`src/rtl/sd_block_writer.sv`:
```
// SD 4-bit single-block write engine: streams one sector from RAM onto DAT[3:0]
// with per-line CRC16, then collects the card's CRC-status token and busy release.
module sd_block_writer #(
  parameter int BLOCK_NIBBLES  = 1024,
  parameter int STATUS_TIMEOUT = 64,
  parameter int BUSY_TIMEOUT   = 250000
) (
  input  logic       CLK,
  input  logic       RST,
  input  logic       ENA,
  output logic [9:0] RADDR,
  input  logic [3:0] RDATA,
  output logic [3:0] DATA_OUT,
  output logic       DATA_OE,
  input  logic       DAT0_IN,
  output logic       COMPLT,
  output logic       CRCERROR,
  output logic       WRITEERROR,
  output logic       NORESPERROR
);
  localparam int NUM_LANES = 4;
  localparam int CW = $clog2(BUSY_TIMEOUT + BLOCK_NIBBLES + STATUS_TIMEOUT + 1);
  localparam logic [CW-1:0] NIB_LAST  = CW'(BLOCK_NIBBLES);
  localparam logic [CW-1:0] STAT_LAST = CW'(STATUS_TIMEOUT - 1);
  localparam logic [CW-1:0] BUSY_LAST = CW'(BUSY_TIMEOUT - 1);
  localparam logic [9:0]    ADDR_LAST = 10'(BLOCK_NIBBLES - 1);
  localparam logic [15:0]   POLY      = 16'h1021;

  typedef enum logic [3:0] {
    S_IDLE, S_START, S_DATA, S_CRC, S_END, S_STAT_WAIT, S_STAT, S_BUSY, S_DONE
  } state_t;

  state_t                             state;
  logic [CW-1:0]                      cnt;
  logic [2:0]                         stat_sr;
  logic [NUM_LANES-1:0][15:0]         crc_q, crc_nx;
  logic [NUM_LANES-1:0]               crc_top, crc_b14;

  // Each line's CRC advances on the bit it is driving this cycle.
  genvar g;
  generate
    for (g = 0; g < NUM_LANES; g++) begin : g_lane
      logic fb;
      assign fb         = crc_q[g][15] ^ DATA_OUT[g];
      assign crc_nx[g]  = {crc_q[g][14:0], 1'b0} ^ (fb ? POLY : 16'h0000);
      assign crc_top[g] = crc_nx[g][15];
      assign crc_b14[g] = crc_q[g][14];
    end
  endgenerate

  always_ff @(posedge CLK or negedge RST) begin
    if (!RST) begin
      state       <= S_IDLE;
      cnt         <= '0;
      stat_sr     <= '0;
      crc_q       <= '0;
      RADDR       <= '0;
      DATA_OUT    <= 4'hF;
      DATA_OE     <= 1'b0;
      COMPLT      <= 1'b0;
      CRCERROR    <= 1'b0;
      WRITEERROR  <= 1'b0;
      NORESPERROR <= 1'b0;
    end else if (!ENA) begin
      state       <= S_IDLE;
      cnt         <= '0;
      RADDR       <= '0;
      DATA_OUT    <= 4'hF;
      DATA_OE     <= 1'b0;
      COMPLT      <= 1'b0;
      CRCERROR    <= 1'b0;
      WRITEERROR  <= 1'b0;
      NORESPERROR <= 1'b0;
    end else begin
      case (state)
        S_IDLE: begin
          state    <= S_START;
          DATA_OUT <= 4'h0;
          DATA_OE  <= 1'b1;
          RADDR    <= 10'd1;
          crc_q    <= '0;
          cnt      <= '0;
        end
        S_START: begin
          state    <= S_DATA;
          DATA_OUT <= RDATA;
          RADDR    <= (RADDR == ADDR_LAST) ? RADDR : RADDR + 10'd1;
          crc_q    <= '0;
          cnt      <= CW'(1);
        end
        S_DATA: begin
          crc_q <= crc_nx;
          if (cnt == NIB_LAST) begin
            // Last nibble is on the bus now; its CRC contribution lands here too.
            state    <= S_CRC;
            DATA_OUT <= crc_top;
            RADDR    <= '0;
            cnt      <= '0;
          end else begin
            DATA_OUT <= RDATA;
            RADDR    <= (RADDR == ADDR_LAST) ? RADDR : RADDR + 10'd1;
            cnt      <= cnt + 1'b1;
          end
        end
        S_CRC: begin
          for (int i = 0; i < NUM_LANES; i++) crc_q[i] <= {crc_q[i][14:0], 1'b0};
          if (cnt == CW'(15)) begin
            state    <= S_END;
            DATA_OUT <= 4'hF;
          end else begin
            DATA_OUT <= crc_b14;
            cnt      <= cnt + 1'b1;
          end
        end
        S_END: begin
          state    <= S_STAT_WAIT;
          DATA_OE  <= 1'b0;
          DATA_OUT <= 4'hF;
          cnt      <= CW'(1);
        end
        S_STAT_WAIT: begin
          if (!DAT0_IN) begin
            state <= S_STAT;
            cnt   <= '0;
          end else if (cnt == STAT_LAST) begin
            state       <= S_DONE;
            COMPLT      <= 1'b1;
            NORESPERROR <= 1'b1;
          end else begin
            cnt <= cnt + 1'b1;
          end
        end
        S_STAT: begin
          if (cnt == CW'(3)) begin
            cnt <= '0;
            if (DAT0_IN && stat_sr == 3'b010) begin
              state <= S_BUSY;
            end else begin
              state  <= S_DONE;
              COMPLT <= 1'b1;
              if (DAT0_IN && stat_sr == 3'b101) CRCERROR   <= 1'b1;
              else                              WRITEERROR <= 1'b1;
            end
          end else begin
            stat_sr <= {stat_sr[1:0], DAT0_IN};
            cnt     <= cnt + 1'b1;
          end
        end
        S_BUSY: begin
          // The first two cycles are the card's turnaround and may read high.
          if (cnt >= CW'(2) && DAT0_IN) begin
            state  <= S_DONE;
            COMPLT <= 1'b1;
          end else if (cnt == BUSY_LAST) begin
            state       <= S_DONE;
            COMPLT      <= 1'b1;
            NORESPERROR <= 1'b1;
          end else begin
            cnt <= cnt + 1'b1;
          end
        end
        S_DONE: state <= S_DONE;
        default: state <= S_IDLE;
      endcase
    end
  end
endmodule

```
`config.mk`:
```
export PLATFORM = sky130hd
export DESIGN_NAME = sd_block_writer
export DESIGN_NICKNAME = d
export VERILOG_FILES = /design/src/rtl/sd_block_writer.sv
export SDC_FILE = /design/constraint.sdc
export NUM_CORES = 1
export LEC_CHECK = 0
export BUFFER_PORTS_ARGS = -buffer_cell sky130_fd_sc_hd__clkbuf_2
export CORE_MARGIN = 2
export CORE_UTILIZATION = 45
export CTS_BUF_LIST = sky130_fd_sc_hd__clkbuf_8
export CTS_CLUSTER_SIZE = 10
export DETAILED_ROUTE_END_ITERATION = 10
export PLACE_DENSITY = 0.71
export SLEW_MARGIN = 25
export SYNTH_ARGS = -nofsm -noshare
export SYNTH_HDL_FRONTEND = slang
export SYNTH_SLANG_ARGS = --single-unit
```
`constraint.sdc`:
```
create_clock -name CLK -period 6.3 [get_ports CLK]
set_input_delay 1.575 -clock CLK [delete_from_list [all_inputs] [get_ports CLK]]
set_output_delay 1.575 -clock CLK [all_outputs]
set_load 0.005 [all_outputs]
```
# == After elaboration in Yosys (flattened, before gate mapping) ==
# Cells that the tools add are included.
# classes
addsub,2
magnitude_cmp,1
eq_ne,40
muxes,55
bitwise,9
reduce_logical,15
# ops
op,count
$pmux W64 S3,1
$mux W18,8
$pmux W18 S7,1
$xor A16 B13 Y16,4
$mux W13,4
$mux W4,12
$pmux W4 S9,1
$mux W10,3
$ne A3 B3 Y1 const B,10
$pmux W10 S3,1
$mux W1,20
$pmux W4 S5,1
$add A18 B1 Y18 const B,1
$eq A18 B11 Y1 const B,1
$eq A18 B18 Y1 const B,1
$eq A18 B2 Y1 const B,1
$eq A18 B4 Y1 const B,1
$eq A18 B6 Y1 const B,1
$ge A18 B2 Y1 const B,1
$eq A4 B3 Y1 const B,4
$reduce_and A5 Y1,3
$ne A4 B4 Y1 const B,3
$add A10 B1 Y10 const B,1
$eq A10 B10 Y1 const B,1
other kinds (23),37
# word_totals
register_bits,108
inputBits,8
output_inout_bits,19
word_cells,136

# == Longest topological paths before layout ==
# depth
word_depth,7
mapped_depth,10
ltp_nobuf,8

# == Worst setup path after synthesis ==
# No wires, ideal clock.
# synth_path
path_type,input-to-reg
start,input ENA
end,register cnt[7]
arrival_ps,2774
t_required_ps,6197
path_slack_ps,3423
cell_stages,7
path_cell_list,clkbuf_8 > inv_1 > a2111oi_1 > and2_1 > buf_6 > nor2_1 > o41ai_2
# synth_via
elab_chain_cells,2
# synth_rtl
item,line,text
start: declaration,10,"input logic ENA,"
$ne A8 B2 Y1 (no line) (tied with other cells),-,
$reduce_and A5 Y1 (no line),-,
end signal: assignment,102,cnt <= cnt + 1'b1;
end signal: assignment,112,cnt <= cnt + 1'b1;
end signal: assignment,130,cnt <= cnt + 1'b1;
end: declaration,34,logic [CW-1:0] cnt;
# Several ways; a longest one is shown, not always the timed one.
# A chain may end at the register's enable or synchronous reset.

# == Worst setup path after layout ==
# Same ends and word-level chain as after synthesis.

==> flow_summary.json <==
{
  "insertion_delay_ns": 0.38,
  "dieArea_um2": 13100,
  "ys_types": 68,
  "finalClockSkew_ns": 0.0105,
  "worstSetupPathType": "in2reg",
  "synth_edf_count": 0,
  "reg2reg_slack_ns": 3.24,
  "ctsRootBufferMaster": "clkbuf_8",
  "outcome": "finished, final reports clean",
  "port_buffers": 26,
  "cts.clk_slew.worst_paths_ns": 0.11,
  "boundaryPins": 27,
  "setup_tns_ns": 0,
  "path_cells": "clkbuf_2, inv_1, a2111oi_1, and2_1, nor2_1, o41ai_2",
  "synth_top_area_share_pct": 47.5,
  "routed_wl_mm": 11.7,
  "synth_area_um2": 5480,
  "multiInputGateArea_um2": 2540,
  "startpoint_type": "primary input",
  "syn_avg_cell_area_um2": 8.88,
  "wl_per_cell_um": 15.1,
  "grtUsageTotal_pct": 18.9,
  "yosysWarnings": 0,
  "rr_worst_depth": 7,
  "placedInstanceArea_um2": 5620,
  "r2r_start": "cnt[0]$_DFFE_PN0P_",
  "pwr-share-comb_pct": 23.8,
  "rows": 40,
  "p_clk_share_pct": 26.6,
  "grt_setup_unrepaired": "false",
  "synth_area_leader_cell": "dfrtp_1",
  "switching_share_pct": 34.8,
  "p_sw_mw": 0.581,
  "min_path_cells": 2,
  "seq_area_frac_synth_pct": 49.4,
  "preCtsSetupSlack_ns": 2.45,
  "cts_tree": "done",
  "hold_class": "reg2reg",
  "dp_hpwl_mm": 7.63,
  "cp.required_ns": 6.58,
  "grt_pass1_vias": 4055,
  "grt_max_degree": 125,
  "drc": 0,
  "drive_gt1_share_pct": 11.5,
  "slew_headroom_pct": 30.1,
  "ys_async_sr_fraction_pct": 100,
  "fin_ws_ns": 2.81,
  "hp-start": "crc_q[1]$_DFFE_PN0P_",
  "hold_viol_final": 0,
  "fin_hold_ws_ns": 0.490,
  "endpoint_kind": "flip-flop",
  "grt_antenna_before_repair": 0,
  "cts_resized": 0,
  "max_freq_mhz": 287,
  "cp_slowest_stage_delay_ns": 0.62,
  "drv_slew": 0,
  "p_int_mw": 1.09,
  "die_h_um": 114,
  "core_um2": 12000,
  "nets": 632,
  "cp_max_fo": 19,
  "synthTopCellsByArea": "dfrtp_1 (48%), nand2_1 (11%), o21ai_0 (6.6%)",
  "reg2reg_to": "cnt[11]$_DFFE_PN0P_",
  "numCtsBuffers": 9,
  "ctsHoldBuffers": 0,
  "final_area_um2": 5840,
  "whs_endpoint": "crc_q[1]$_DFFE_PN0P_",
  "h-tree-depth": 3,
  "gp_congestion": 0.900,
  "leakage_nw": 2.49,
  "period_share_pct": 55.3,
  "p_seq_share_pct": 49.6,
  "diodes": 0,
  "fin_crit_ns": 3.49,
  "worst_pin_slew_ns": 1.05,
  "synth_flop_cell": "dfrtp_1",
  "ys_ff_latch": 108,
  "post-cts-setup-buffers": 0,
  "worstPathArrival_ns": 3.77,
  "peakVddDrop_v": 0.000159,
  "drtIter0Drc": 323,
  "seq_area_um2": 2710,
  "clockBufferDepth": 2,
  "setup_viol": 0,
  "grt_pass1_wl_mm": 19.8,
  "cap_violations": 0,
  "via_per_inst": 5.71,
  "slowest_stage": "and2_1",
  "cts.sink_count": 108,
  "n_fill_cell": 1115,
  "initial_core_util_pct": 45.8,
  "die_x_um": 114,
  "p_per_area_nw_per_um2": 286,
  "syn_inst": 617,
  "area_growth_pct": 6.62,
  "vias": 4408,
  "grt_overflow": 0,
  "drt-pass1-iter-count": 5,
  "syn_nets": 629,
  "ant_nets": 0
}
-- through the flow --
stage	total power, mW	cells	util, %
6_report	1.67	772	48.8
4_1_cts	1.68	772	48.8
2_1_floorplan	1.12	617	-
3_5_place_dp	1.23	756	47.0
5_1_grt	1.77	772	48.8
3_3_place_gp	1.23	756	47.0
-- registers in the layout, indices dropped and copies added (netlist names), 3 cells and up --
| register | cells |
|---|---|
| state | 4 |
| DATA_OUT | 4 |
| stat_sr | 3 |
| crc_b14 | 4 |
| RADDR | 10 |
| cnt | 18 |
| crc_q | 60 |
-- power by group through the flow --
stage | Combinational [mW] | Sequential, mW | Clock [mW]
2_1_floorplan | 0.315 | 0.807 | 0
3_3_place_gp | 0.390 | 0.838 | 0
3_5_place_dp | 0.394 | 0.840 | 0
4_1_cts | 0.396 | 0.827 | 0.457
5_1_grt | 0.447 | 0.837 | 0.483
6_report | 0.397 | 0.828 | 0.444
-- critical path, delay by kind of cell --
family	cells	cell delay (ns)
AOI/OAI and AO/OA	2	0.81
and+or+nand+nor	2	0.83
buffers and inverters	2	0.55
-- cells by family (layout without fill, tap and decap cells) --
group           after synthesis  after routing  share of synthesized area, %
buf+inv                      48             56                          4.45
xor+xnor                     18             18                          2.88
simple gates                273            273                          22.5
fa+ha+maj                     4              4                         0.914
compound gates              159            159                          18.5
flops                       108            108                          49.4
mux                           7              7                          1.32
-- placed cells by master, fill, tap and decap left out, types with 5 or more instances in the layout --
| cell | count |
|---|---|
| nand3_1 | 17 |
| inv_1 | 11 |
| o22ai_1 | 8 |
| xnor2_1 | 15 |
| nor2_1 | 40 |
| a21oi_1 | 22 |
| nor4_1 | 8 |
| clkbuf_2 | 25 |
| and2_1 | 5 |
| nand2_1 | 155 |
| o21ai_0 | 72 |
| clkbuf_8 | 9 |
| nand4_1 | 6 |
| o31ai_1 | 6 |
| dfrtp_1 | 103 |
| nor2b_1 | 6 |
| nor3_1 | 9 |
| mux2i_1 | 5 |
| and3_1 | 7 |
| o21ai_1 | 7 |
-- synthesized netlist by cell type, types with 6 or more instances --
cell type and count:
nand2_1 156, dfrtp_1 104, o21ai_0 72, nor2_1 40
clkbuf_1 27, a21oi_1 22, nand3_1 17, xnor2_1 15
inv_1 11, nor3_1 9, nor4_1 8, o22ai_1 8
and3_1 7, o21ai_1 7, nand4_1 6, nor2b_1 6
o31ai_1 6
-- how the worst max path moves through the flow --
stage               depth (start not counted)  start                  to  slack [ns]
CTS                                         7    ENA  cnt[7]$_DFFE_PN0P_        2.85
detailed placement                          7    ENA  cnt[7]$_DFFE_PN0P_        2.45
finish                                      6    ENA  cnt[7]$_DFFE_PN0P_        2.81
global placement                            7    ENA  cnt[7]$_DFFE_PN0P_        2.53
global route                                6    ENA  cnt[7]$_DFFE_PN0P_        2.58
floorplan                                   7    ENA  cnt[7]$_DFFE_PN0P_        3.42
-- routing by layer --
metal / share of wire [%] / track usage [%]
met1: 46 / 26.3
met2: 47 / 29.6
met3: 5.2 / 4.18
met4: 1.6 / 6.18
met5: 0 / 0
-- layout make-up --
type                    count  area share, %
flip-flops and latches    108           46.4
multi-input cells         461           43.5
well taps                 147           3.15
repair buffers             29           2.66
clock inverters             7           1.46
clock buffers               9           2.12
inverters                  11          0.707
Note: power is estimated with default switching activity, not from simulation.
